<file path="config.mk">
export PLATFORM = sky130hd
export DESIGN_NAME = req_q
export DESIGN_NICKNAME = d
export VERILOG_FILES = /design/src/rtl/cache_pkg.sv /design/src/rtl/req_q_match.sv /design/src/rtl/req_q.sv
export SDC_FILE = /design/constraint.sdc
export NUM_CORES = 1
export LEC_CHECK = 0
export CORE_MARGIN = 2
export CORE_UTILIZATION = 50
export CTS_BUF_LIST = sky130_fd_sc_hd__clkbuf_16
export DETAILED_ROUTE_END_ITERATION = 16
export GPL_TIMING_DRIVEN = 0
export PLACE_DENSITY_LB_ADDON = 0.25
export SLEW_MARGIN = 20
export SYNTH_ARGS = -nofsm -noshare
export SYNTH_HDL_FRONTEND = slang
export SYNTH_HIERARCHICAL = 1
export SYNTH_SLANG_ARGS = --single-unit
export TNS_END_PERCENT = 1
</file>
<file path="constraint.sdc">
create_clock -name clk -period 17.7 [get_ports clk]
set_input_delay 4.425 -clock clk [delete_from_list [all_inputs] [get_ports clk]]
set_output_delay 4.425 -clock clk [all_outputs]
set_load 0.01 [all_outputs]
</file>
<file path="src/rtl/cache_pkg.sv">
// Shared cache-controller definitions.
//
// Contents:
//   op_e       - request operation codes (read, write, evict, flush, upgrade)
//   id_e       - controller identifiers used for src/dest (L1I, L1D, L2, MEM)
//   req_t      - request record {src, dest, is_flush, operation, addr} at the
//                default widths; width-parameterised blocks build their own
//                layout with the same field order
//   offset_bits() - line offset width derived from the line size in bits
package cache_pkg;

  localparam int DEF_ADDR_W = 32;
  localparam int DEF_OP_W   = 3;
  localparam int DEF_ID_W   = 2;

  typedef enum logic [DEF_OP_W-1:0] {
    OP_READ    = 3'd0,
    OP_WRITE   = 3'd1,
    OP_EVICT   = 3'd2,
    OP_FLUSH   = 3'd3,
    OP_UPGRADE = 3'd4
  } op_e;

  typedef enum logic [DEF_ID_W-1:0] {
    ID_L1I = 2'd0,
    ID_L1D = 2'd1,
    ID_L2  = 2'd2,
    ID_MEM = 2'd3
  } id_e;

  typedef struct packed {
    id_e                   src;
    id_e                   dest;
    logic                  is_flush;
    op_e                   operation;
    logic [DEF_ADDR_W-1:0] addr;
  } req_t;

  // Byte-offset bits within a cache line; cl_size is the line size in bits.
  function automatic int offset_bits(input int cl_size);
    return $clog2(cl_size / 8);
  endfunction

endpackage

</file>
<file path="src/rtl/req_q_match.sv">
// Line-address hazard comparator for req_q.
//
// Compares the line address (offset bits dropped) of every valid queue entry
// against a probe address and ORs the results.
//
// Ports:
//   entry_addr  [Q_LENGTH][ADDR_W]  stored address of each slot
//   entry_valid [Q_LENGTH]          slot holds a live request
//   match_addr  [ADDR_W]            probe address
//   match_hit                       some live slot is on the same line
module req_q_match
  import cache_pkg::*;
#(
  parameter int Q_LENGTH = 8,
  parameter int ADDR_W   = 32,
  parameter int CL_SIZE  = 128
) (
  input  logic [Q_LENGTH-1:0][ADDR_W-1:0] entry_addr,
  input  logic [Q_LENGTH-1:0]             entry_valid,
  input  logic [ADDR_W-1:0]               match_addr,
  output logic                            match_hit
);

  localparam int OFF = offset_bits(CL_SIZE);

  logic [Q_LENGTH-1:0] hit_vec;
  logic                unused_offset;

  always_comb begin
    hit_vec = '0;
    for (int i = 0; i < Q_LENGTH; i++) begin
      hit_vec[i] = entry_valid[i] &&
                   (entry_addr[i][ADDR_W-1:OFF] == match_addr[ADDR_W-1:OFF]);
    end
  end

  // Byte-offset bits never take part in the line compare.
  always_comb begin
    unused_offset = ^match_addr[OFF-1:0];
    for (int i = 0; i < Q_LENGTH; i++) begin
      unused_offset = unused_offset ^ (^entry_addr[i][OFF-1:0]);
    end
  end

  assign match_hit = |hit_vec;

endmodule

</file>
<file path="src/rtl/req_q.sv">
// In-order request queue between cache controllers.
//
// Circular buffer of Q_LENGTH entries carrying {src, dest, is_flush,
// operation, addr}, with occupancy count, almost-full warning and a
// line-address match port for same-line hazard detection.
//
// Optional build macro REQ_Q_BYPASS_EN: when the queue is empty and alloc is
// high, the input request is presented at the head in the same cycle; if it
// is also dealloc'd that cycle it is consumed without being stored. Without
// the macro the head always has a 1-cycle latency.
//
// Ports:
//   clk, rst                      clock, async active-high reset
//   addr_in, operation_in,
//   is_flush, src, dest           request fields to push
//   alloc / dealloc               push / pop head
//   match_addr                    probe address for line hazard
//   full, almost_full, count      occupancy status (registered)
//   match_hit                     probe hits a live entry's line
//   addr_out, operation_out,
//   src_out, dest_out,
//   is_flush_out, valid           head entry
module req_q
  import cache_pkg::*;
#(
  parameter int Q_LENGTH  = 8,
  parameter int ADDR_W    = 32,
  parameter int OP_W      = 3,
  parameter int ID_W      = 2,
  parameter int CL_SIZE   = 128,
  parameter int AF_THRESH = Q_LENGTH - 2
) (
  input  logic                      clk,
  input  logic                      rst,
  input  logic [ADDR_W-1:0]         addr_in,
  input  logic [OP_W-1:0]           operation_in,
  input  logic                      is_flush,
  input  logic [ID_W-1:0]           src,
  input  logic [ID_W-1:0]           dest,
  input  logic                      alloc,
  input  logic                      dealloc,
  input  logic [ADDR_W-1:0]         match_addr,
  output logic                      full,
  output logic                      almost_full,
  output logic [$clog2(Q_LENGTH):0] count,
  output logic                      match_hit,
  output logic [ADDR_W-1:0]         addr_out,
  output logic [OP_W-1:0]           operation_out,
  output logic [ID_W-1:0]           src_out,
  output logic [ID_W-1:0]           dest_out,
  output logic                      is_flush_out,
  output logic                      valid
);

  localparam int PTR_W = $clog2(Q_LENGTH);
  localparam int CNT_W = PTR_W + 1;
  localparam logic [CNT_W-1:0] Q_FULL = CNT_W'(Q_LENGTH);
  localparam logic [CNT_W-1:0] AF_LVL = CNT_W'(AF_THRESH);

  typedef struct packed {
    logic [ID_W-1:0]   src;
    logic [ID_W-1:0]   dest;
    logic              is_flush;
    logic [OP_W-1:0]   operation;
    logic [ADDR_W-1:0] addr;
  } entry_t;

  entry_t                          mem [Q_LENGTH];
  logic   [Q_LENGTH-1:0]           ent_vld;
  logic   [PTR_W-1:0]              wr_ptr;
  logic   [PTR_W-1:0]              rd_ptr;
  logic   [CNT_W-1:0]              cnt;

  entry_t                          in_req;
  entry_t                          head;
  logic                            empty;
  logic                            push_ok;
  logic                            pop_ok;
  logic [Q_LENGTH-1:0][ADDR_W-1:0] entry_addr;

  assign in_req = '{src: src, dest: dest, is_flush: is_flush,
                    operation: operation_in, addr: addr_in};

  assign empty       = (cnt == '0);
  assign full        = (cnt == Q_FULL);
  assign almost_full = (cnt >= AF_LVL);
  assign count       = cnt;

  // A pop on an empty queue is ignored; when full, a simultaneous pop frees
  // the slot the push lands in, so the push is still accepted.
`ifdef REQ_Q_BYPASS_EN
  logic bypass;
  logic consume;

  assign bypass  = empty && alloc;
  assign consume = bypass && dealloc;
  assign push_ok = alloc && (!full || dealloc) && !consume;
  assign pop_ok  = dealloc && !empty;
  assign valid   = !empty || alloc;
  assign head    = bypass ? in_req : mem[rd_ptr];
`else
  assign push_ok = alloc && (!full || dealloc);
  assign pop_ok  = dealloc && !empty;
  assign valid   = !empty;
  assign head    = mem[rd_ptr];
`endif

  assign addr_out      = head.addr;
  assign operation_out = head.operation;
  assign src_out       = head.src;
  assign dest_out      = head.dest;
  assign is_flush_out  = head.is_flush;

  always_ff @(posedge clk or posedge rst) begin
    if (rst) begin
      for (int i = 0; i < Q_LENGTH; i++) begin
        mem[i] <= '0;
      end
    end else if (push_ok) begin
      mem[wr_ptr] <= in_req;
    end
  end

  always_ff @(posedge clk or posedge rst) begin
    if (rst) begin
      wr_ptr  <= '0;
      rd_ptr  <= '0;
      cnt     <= '0;
      ent_vld <= '0;
    end else begin
      if (push_ok) begin
        wr_ptr <= wr_ptr + PTR_W'(1);
      end
      if (pop_ok) begin
        rd_ptr <= rd_ptr + PTR_W'(1);
      end
      // When full, push and pop hit the same slot; the push must win.
      if (pop_ok) begin
        ent_vld[rd_ptr] <= 1'b0;
      end
      if (push_ok) begin
        ent_vld[wr_ptr] <= 1'b1;
      end
      case ({push_ok, pop_ok})
        2'b10:   cnt <= cnt + CNT_W'(1);
        2'b01:   cnt <= cnt - CNT_W'(1);
        default: cnt <= cnt;
      endcase
    end
  end

  always_comb begin
    for (int i = 0; i < Q_LENGTH; i++) begin
      entry_addr[i] = mem[i].addr;
    end
  end

  req_q_match #(
    .Q_LENGTH (Q_LENGTH),
    .ADDR_W   (ADDR_W),
    .CL_SIZE  (CL_SIZE)
  ) u_match (
    .entry_addr  (entry_addr),
    .entry_valid (ent_vld),
    .match_addr  (match_addr),
    .match_hit   (match_hit)
  );

endmodule

</file>
; Yosys cells after proc, flatten, opt, wreduce, memory -nomap -nowiden
; Cells that the tools add are included.
[classes]
n_addsub = 4
mul = 0
div = 0
order_cmp = 8
eq_ne = 11
shifts = 0
mux = 13
bitwise = 5
reduce_logical = 19
[ops]
columns = cell, count
row1 = $bwmux W320, 1
row2 = $eq A28 B28 Y1, 8
row3 = $bmux W40 S3, 1
row4 = $demux W40 S3, 1
row5 = $mux W40, 3
row6 = $mux W8, 2
row7 = $logic_and A1 B1 Y1, 13
row8 = $and A8 B8 Y8, 1
row9 = $ge A4 B4 Y1 const B, 2
row10 = $lt A3 B4 Y1 const B, 2
row11 = $not A3 Y4, 2
row12 = $not A8 Y8, 1
row13 = $or A8 B8 Y8, 1
row14 = $pmux W4 S2, 1
row15 = $reduce_or A8 Y1, 1
row16 = $add A3 B1 Y3 const B, 2
row17 = $demux W1 S3, 2
row18 = $ge A3 B1 Y1 const B, 2
row19 = $add A4 B1 Y4 const B, 1
row20 = $eq A4 B4 Y1 const B, 1
row21 = $ge A4 B3 Y1 const B, 1
row22 = $logic_not A4 Y1, 1
row23 = $lt A4 B1 Y1 const B, 1
row24 = $sub A4 B1 Y4 const B, 1
row25 = other kinds (6), 8
[totals]
regBits = 338
latch_bits = 0
mem_bits_rw = 0
rom_bits = 0
input_bits = 76
out_inout_bits = 48
word_cells = 104
mem_count = 0

; Longest topological paths before layout
[logic_depth]
word_depth = 9
ltp_mapped = 11
depth_no_buf = 10

; Hierarchy
; Netlist, hierarchy kept.
[modules_own_cells]
columns = mod, instances, cells_per_inst, area_each_um2, seq_area_each_um2
row1 = req_q, 1, 909, 15168.3, 8458.1
row2 = req_q_match, 1, 337, 2803.9, 0.0

; Worst setup path after synthesis
; Ideal clock, no wire load.
[synth_path]
path_type = input-to-output
from = input port match_addr[4]
to = output port match_hit
t_arrival_ns = 5.300
t_required_ns = 13.275
setup_slack_ns = 7.975
stages = 6
n_path_buf = 1
cell_sequence = buf_6 xnor2_1 nand4_1 nor4_1 a22oi_1 nand4_1
[synth_via]
elab_chain_len = 3
word_cells_on_any_way = 17
classes_between = 8 x eq/ne / 9 x reduce/logical
[synth_rtl]
columns = item, line
row1 = from (decl), req_q.sv:42  ; input logic [ADDR_W-1:0] match_addr,
row2 = $eq A28 B28 Y1, req_q_match.sv:33  ; (entry_addr[i][ADDR_W-1:OFF] == match_addr[ADDR_W-1:OFF]);
row3 = $logic_and A1 B1 Y1, req_q_match.sv:32  ; hit_vec[i] = entry_valid[i] &&
row4 = $reduce_or A8 Y1 (*), req_q_match.sv:45  ; assign match_hit = |hit_vec;
row5 = to (decl), req_q.sv:46  ; output logic match_hit,
; Every way passes the cells marked *; elsewhere a longest branch is shown, timed or not.

; Final worst setup path
[layout_path]
from = input port match_addr[30]
to = output port match_hit
; The elaborated chain is that of the path after synthesis.

==> results.tsv <==
metric	value	unit
grt_pass1_vias	11800	
syn_area	0.0180	sq mm
dieArea	0.0375	sq mm
cap_violations	0	
register_area	0.00846	sq mm
fin_nets	1461	
wl	53100	um
hold_class	register to register	
numPortBuffers	91	
ys_types	35	
clk-insertion-delay-late	0.54	ns
stdcell_area	0.0208	sq mm
cp_num_buf_inv	2	
crit_required	13.28	ns
diodes	0	
rows	69	
critPathArrivalTime	6.68	ns
path_max_fanout	8	
finalCritPeriodShare	0.628	
syn-num-nets	1327	
grt_max_degree	105	
synth_top_area_frac	0.471	
setup_tns	0	ns
postCtsSetupBuffers	0	
cts_tree	built	
root_buffer	clkbuf_16	
synth_ff_type	dfrtp_1	
syn_avg_cell_area	14.4	sq um
report.final.slew_viol_count	0	
rsz0062_at_grt	false	
ys_top_cells_by_area	dfrtp_1, mux2_2, xnor2_1, mux4_2, mux2_1	
finalClockSkew	0.0157	ns
vias	11300	
boundaryPins	124	
cts.sinks	338	
crit_path_top_delay_cell	clkdlybuf4s50_1	
crit_chain	buf_6 -> xnor2_1 -> nand3_1 -> nor4_1 -> a22oi_1 -> nand4_1 -> clkdlybuf4s50_1	
cp_top_family	simple AND/OR/NAND/NOR gates	
max_stage_delay	0.57	ns
syn_inst	1246	
fp.dieW	194	um
max-slew-margin-rel	0.300	
cts_buffers	38	
fmax	90.0	MHz
initial_utilization	0.507	
ys_top_cells_by_count	dfrtp_1, mux2_2, xnor2_1	
cts_max_level	2	
status	finished, final reports clean	
async_flop_share	1.00	
dpl-instance-area	0.0196	sq mm
path_clk_slew	0.05	ns
worst_slew_pin_slew	1.05	ns
final_cells	1868	
grt_pass1_wl	79200	um
ys_ff_latch	338	
setup_viol	0	
place_inst	1801	
hold_buffers	0	
drt_iter0_markers	920	
dp_hpwl	38700	um
grt_usage	0.286	
die_y	194	um
ir_worst_vdd	0.000110	V
postRouteAntennaNets	0	
multi_input_area	0.00883	sq mm
synth_edf_count	0	
fin_crit	11.11	ns
yosysMostFrequentCell	dfrtp_1	
clock_path_buffers	3	
synthToLayoutAreaGrowth	15.9	%
drive_above_1_share	0.382	
synth_top_cell_by_area	dfrtp_1	
postCtsResizedCells	0	
coreArea	0.0355	sq mm
antenna_found_initial	1	
gp_congestion	0.960	
first_pass_iters	5	
via_per_inst	6.03	
ys_seq_area_frac	0.471	
hold_viol_final	0	
fillers	2828	
start_kind	primary input	
overflow	0	
endpoint_kind	primary output	
crit_type	primary input to primary output	
fin_hold_ws	0.490	ns
drc	0	
ys_warn_count	6	
p_leak	0.00832	uW
wl_per_cell	28.4	um
pwr_density_cell	211	mW/mm^2
==> metrics by stage <==
stage,utilization,worst slack (ns),total power (uW)
global route,0.587,6.62,4580
CTS,0.587,6.75,4400
global placement,0.548,-0.339,3510
detailed placement,0.551,6.75,3570
finish,0.587,6.59,4390
floorplan,-,3.91,2770
==> per-layer routing <==
| metal | share of wire | vias to the layer above | global-route usage |
|---|---|---|---|
| li1 | - | 4817 | - |
| met1 | 0.42 | 6009 | 0.394 |
| met2 | 0.48 | 360 | 0.464 |
| met3 | 0.059 | 80 | 0.0492 |
| met4 | 0.034 | 2 | 0.0908 |
| met5 | 0.00023 | - | 0 |
==> final timing paths <==
kind	startpoint	end	slack, ns	cells past startpoint
max reg2reg	count[1]	count[2]	15.10	11
min in group asynchronous	rst	entry_addr[195]	4.29	2
min reg2reg	entry_addr[97]	entry_addr[97]	0.49	1
max in group asynchronous	rst	entry_addr[25]	12.11	4
max	match_addr[30]	match_hit	6.59	7
min	entry_addr[97]	entry_addr[97]	0.49	1
==> sequential cells by signal (all words and copies together) (netlist names) <==
register and count:
wr_ptr 3, count 4, ent_vld 8, rd_ptr 3, entry_addr 256, mem 64
==> cell type report <==
class	instances	share of cell area
timing repair buffer	94	0.0477
buffer	85	0.0324
clock buffer	39	0.0468
tap	461	0.0277
clock inverter	28	0.0149
multi-input combinational	821	0.424
inverter	2	0.000721
sequential	338	0.406
==> placed cells by master (no fill, tap or decap), drive strengths merged <==
master,netlist,layout
clkinvlp,0,1
nand4,53,53
buf,80,83
nand2b,3,3
a22oi,4,4
nor2b,6,6
xnor2,228,228
nand3b,1,1
and4,1,1
xor2,4,4
nor2,2,2
a31oi,1,1
nor3,1,1
clkbuf,5,44
nand3,12,12
or3,1,1
or4,1,1
clkinv,0,14
and2,1,1
mux4,80,80
bufinv,0,7
o31ai,2,2
inv,2,8
a21oi,2,2
nor4,16,16
clkdlybuf4s50,0,91
o32ai,1,1
mux2,362,362
a21o,1,1
dfrtp,338,338
ha,5,5
o21ai,6,6
nand2,27,27
==> report_power, final <==
| group | switching [uW] | total [uW] | internal (uW) |
|---|---|---|---|
| clock network | 319 | 820 | 501 |
| registers | 327 | 1500 | 1170 |
| logic | 919 | 2070 | 1150 |
==> kinds of logic after synthesis <==
logic type | Yosys count | share of synthesized area
AO/OA/AOI/OAI | 17 | 0.00599
flip-flops | 338 | 0.471
buffers and inverters | 87 | 0.0379
multiplexers | 442 | 0.327
adder cells (fa/ha/maj) | 5 | 0.00348
XOR/XNOR | 232 | 0.113
AND/OR/NAND/NOR | 125 | 0.0414
No activity file was read; power rests on OpenSTA's default activity.
==> RTL change, RTL diff (same settings) <==
Change the parameter `ID_W` from 2 to 3.
--- a/src/rtl/req_q.sv
+++ b/src/rtl/req_q.sv
@@ -26,7 +26,7 @@
   parameter int Q_LENGTH  = 8,
   parameter int ADDR_W    = 32,
   parameter int OP_W      = 3,
-  parameter int ID_W      = 2,
+  parameter int ID_W      = 3,
   parameter int CL_SIZE   = 128,
   parameter int AF_THRESH = Q_LENGTH - 2
 ) (
Ports: changed (resized dest, dest_out, src and src_out); port bits go from 124 to 128. No check against the original RTL was run, so the function may have changed too.
==> RTL change against the unedited design <==
  * Worst setup slack improved by 95 ps
  * Cell area up 4.3%
  * Synthesized cell count rose by 3.5%
  * Power grew 3.0%
  * Sequential cell count up 16
  * Count of clock-buffer cells in the layout increased by 2
  * Wire length grew 4.1%
  * Synthesized area grew 5.0%
  * Via count increased by 4.0%
  * Largest power group unchanged
==> RTL change: results (changes against the unedited design) <==
Parameter                              Value

Setup path
  FF-to-FF path depth    11 (unchanged)
  Crit path from    match_addr[28]
  Reg2Reg Capture Point    count[2]
  Critical Path AT    6590 ps (-90 ps)
  Slack of the worst reg-to-reg path    15030 ps (-70 ps)
  Termination of the worst setup path    match_hit

Clock network
  Clock network latency to the later pin of the worst-skew pair    540 ps (about the same)
  Number of gates given a new drive strength after cts    0 (unchanged)
  CTS H-tree depth    2 (unchanged)
  Post-CTS Setup Bufs    0 (unchanged)
  Clk Tree Root Cell    clkbuf_16
  Number of clock buffers inserted by TritonCTS    40 (+5.3%)

Detailed routing
  Detailed-route vias per instance    5.96 (-1.3%)
  Total wire length after detailed routing    55300 um (+4.1%)
  Starting DRT DRC Count    957 (+4.0%)

Place
  PortBufs    94 (+3.3%)
  Pre-CTS setup slack    6760 ps (+11.5 ps)
  Placed Instances    1897 (+5.3%)
  Post-DP HPWL    40000 um (+3.5%)
  Area after detailed placement    20500 um2 (+5.1%)
  Placer Congestion    0.963 (+0.34%)

Cells and area
  Non-filler instance count after layout    1967 (+5.3%)
  Number of nets in the finished design    1511 (+3.4%)
  Number of inserted filler cells in the final layout    3004 (+6.2%)
  Layout cells sized above 1    0.416 (+0.0334)
  Max FFs per register    256 (unchanged)

Global route
  Number of global-route vias before repair    12190 (+3.6%)
  First-pass GRT wire length    81700 um (+3.1%)
  Overall global routing resource usage    0.289 (+0.00286)
  Antenna violations before repair    1 (unchanged)
  Largest net degree at the start of global routing    103 (-1.9%)

Min path
  Hold crit path type    flop to flop

Timing
  Actual slew at the worst max-slew pin    920 ps (-130 ps)
  Maximum clock skew at final layout    13.6 ps (-2.06 ps)
  Clock period minus final worst setup slack    11010 ps (-95.0 ps)
  Final setup violation count    0 (unchanged)

Synthesis
  Dominant cells by area after synthesis    dfrtp_1, mux2_2, xnor2_1
  Count of mapped cells out of synthesis    1289 (+3.5%)
  Commonest cells in the synthesized netlist    mux2_2, dfrtp_1, xnor2_1
  Syn Nets    1372 (+3.4%)
  Synth cell types    38 (+8.6%)
  Share of synthesized flip-flops with an asynchronous set or reset    1.00 (unchanged)
  Part of the Yosys area used for sequential elements    0.469 (-0.00112)

Power
  Max IR drop VDD    0.0982 mV (-10%)
  Static power due to leakage    8.70 nW (+4.5%)

Run status
  Status    finished clean
==> RTL change: area by class of cell <==
cell class,count,area (um2),share of cell area
clock inverter,28,173,0.00794
tap,511,639,0.0294
clock buffer,41,1030,0.0472
antenna,1,2.50,0.000115
sequential,354,8860,0.407
buffer,90,833,0.0383
timing repair buffer,97,1020,0.0471
inverter,2,15.0,0.000691
multi-input combinational,843,9170,0.422
==> RTL change: cell families (layout without fill, tap and decap cells) <==
group                    count (synthesis)  in the layout  synth area share
AO/OA/AOI/OAI                           17             17           0.00570
adder cells (fa/ha/maj)                  5              5           0.00332
XOR/XNOR                               232            232             0.108
multiplexers                           464            464             0.327
AND/OR/NAND/NOR                        125            125            0.0418
flip-flops                             354            354             0.469
other                                    0              1                 0
buffers and inverters                   92            258            0.0445
==> RTL change: report_power, final <==
| group | internal (mW) | switching (mW) | total, mW |
|---|---|---|---|
| combinational | 1.23 | 0.962 | 2.19 |
| sequential | 1.23 | 0.333 | 1.56 |
| clock | 0.446 | 0.327 | 0.773 |
| total | 2.90 | 1.62 | 4.52 |
==> RTL change: worst min-delay path by stage <==
stage,from,end,slack (ps),depth (start not counted)
5_1_grt,entry_addr[99],entry_addr[99],500,1
6_report,entry_addr[99],entry_addr[99],490,1
3_3_place_gp,mem[78],mem[78],470,1
3_5_place_dp,entry_addr[98],entry_addr[98],480,1
4_1_cts,entry_addr[98],entry_addr[98],490,1
2_1_floorplan,entry_addr[98],entry_addr[98],460,1
==> RTL change: worst max-delay path: cells and delay by family <==
family | cells | cell delay [ps]
compound gates | 1 | 170
xor+xnor | 1 | 400
buf+inv | 2 | 700
simple gates | 3 | 900
==> RTL change: routing by layer <==
layer  routed length [um]  GRT usage
met1                23400      0.397
met2                26900      0.473
met3                 3050     0.0410
met4                 2000     0.0989
met5                   11          0
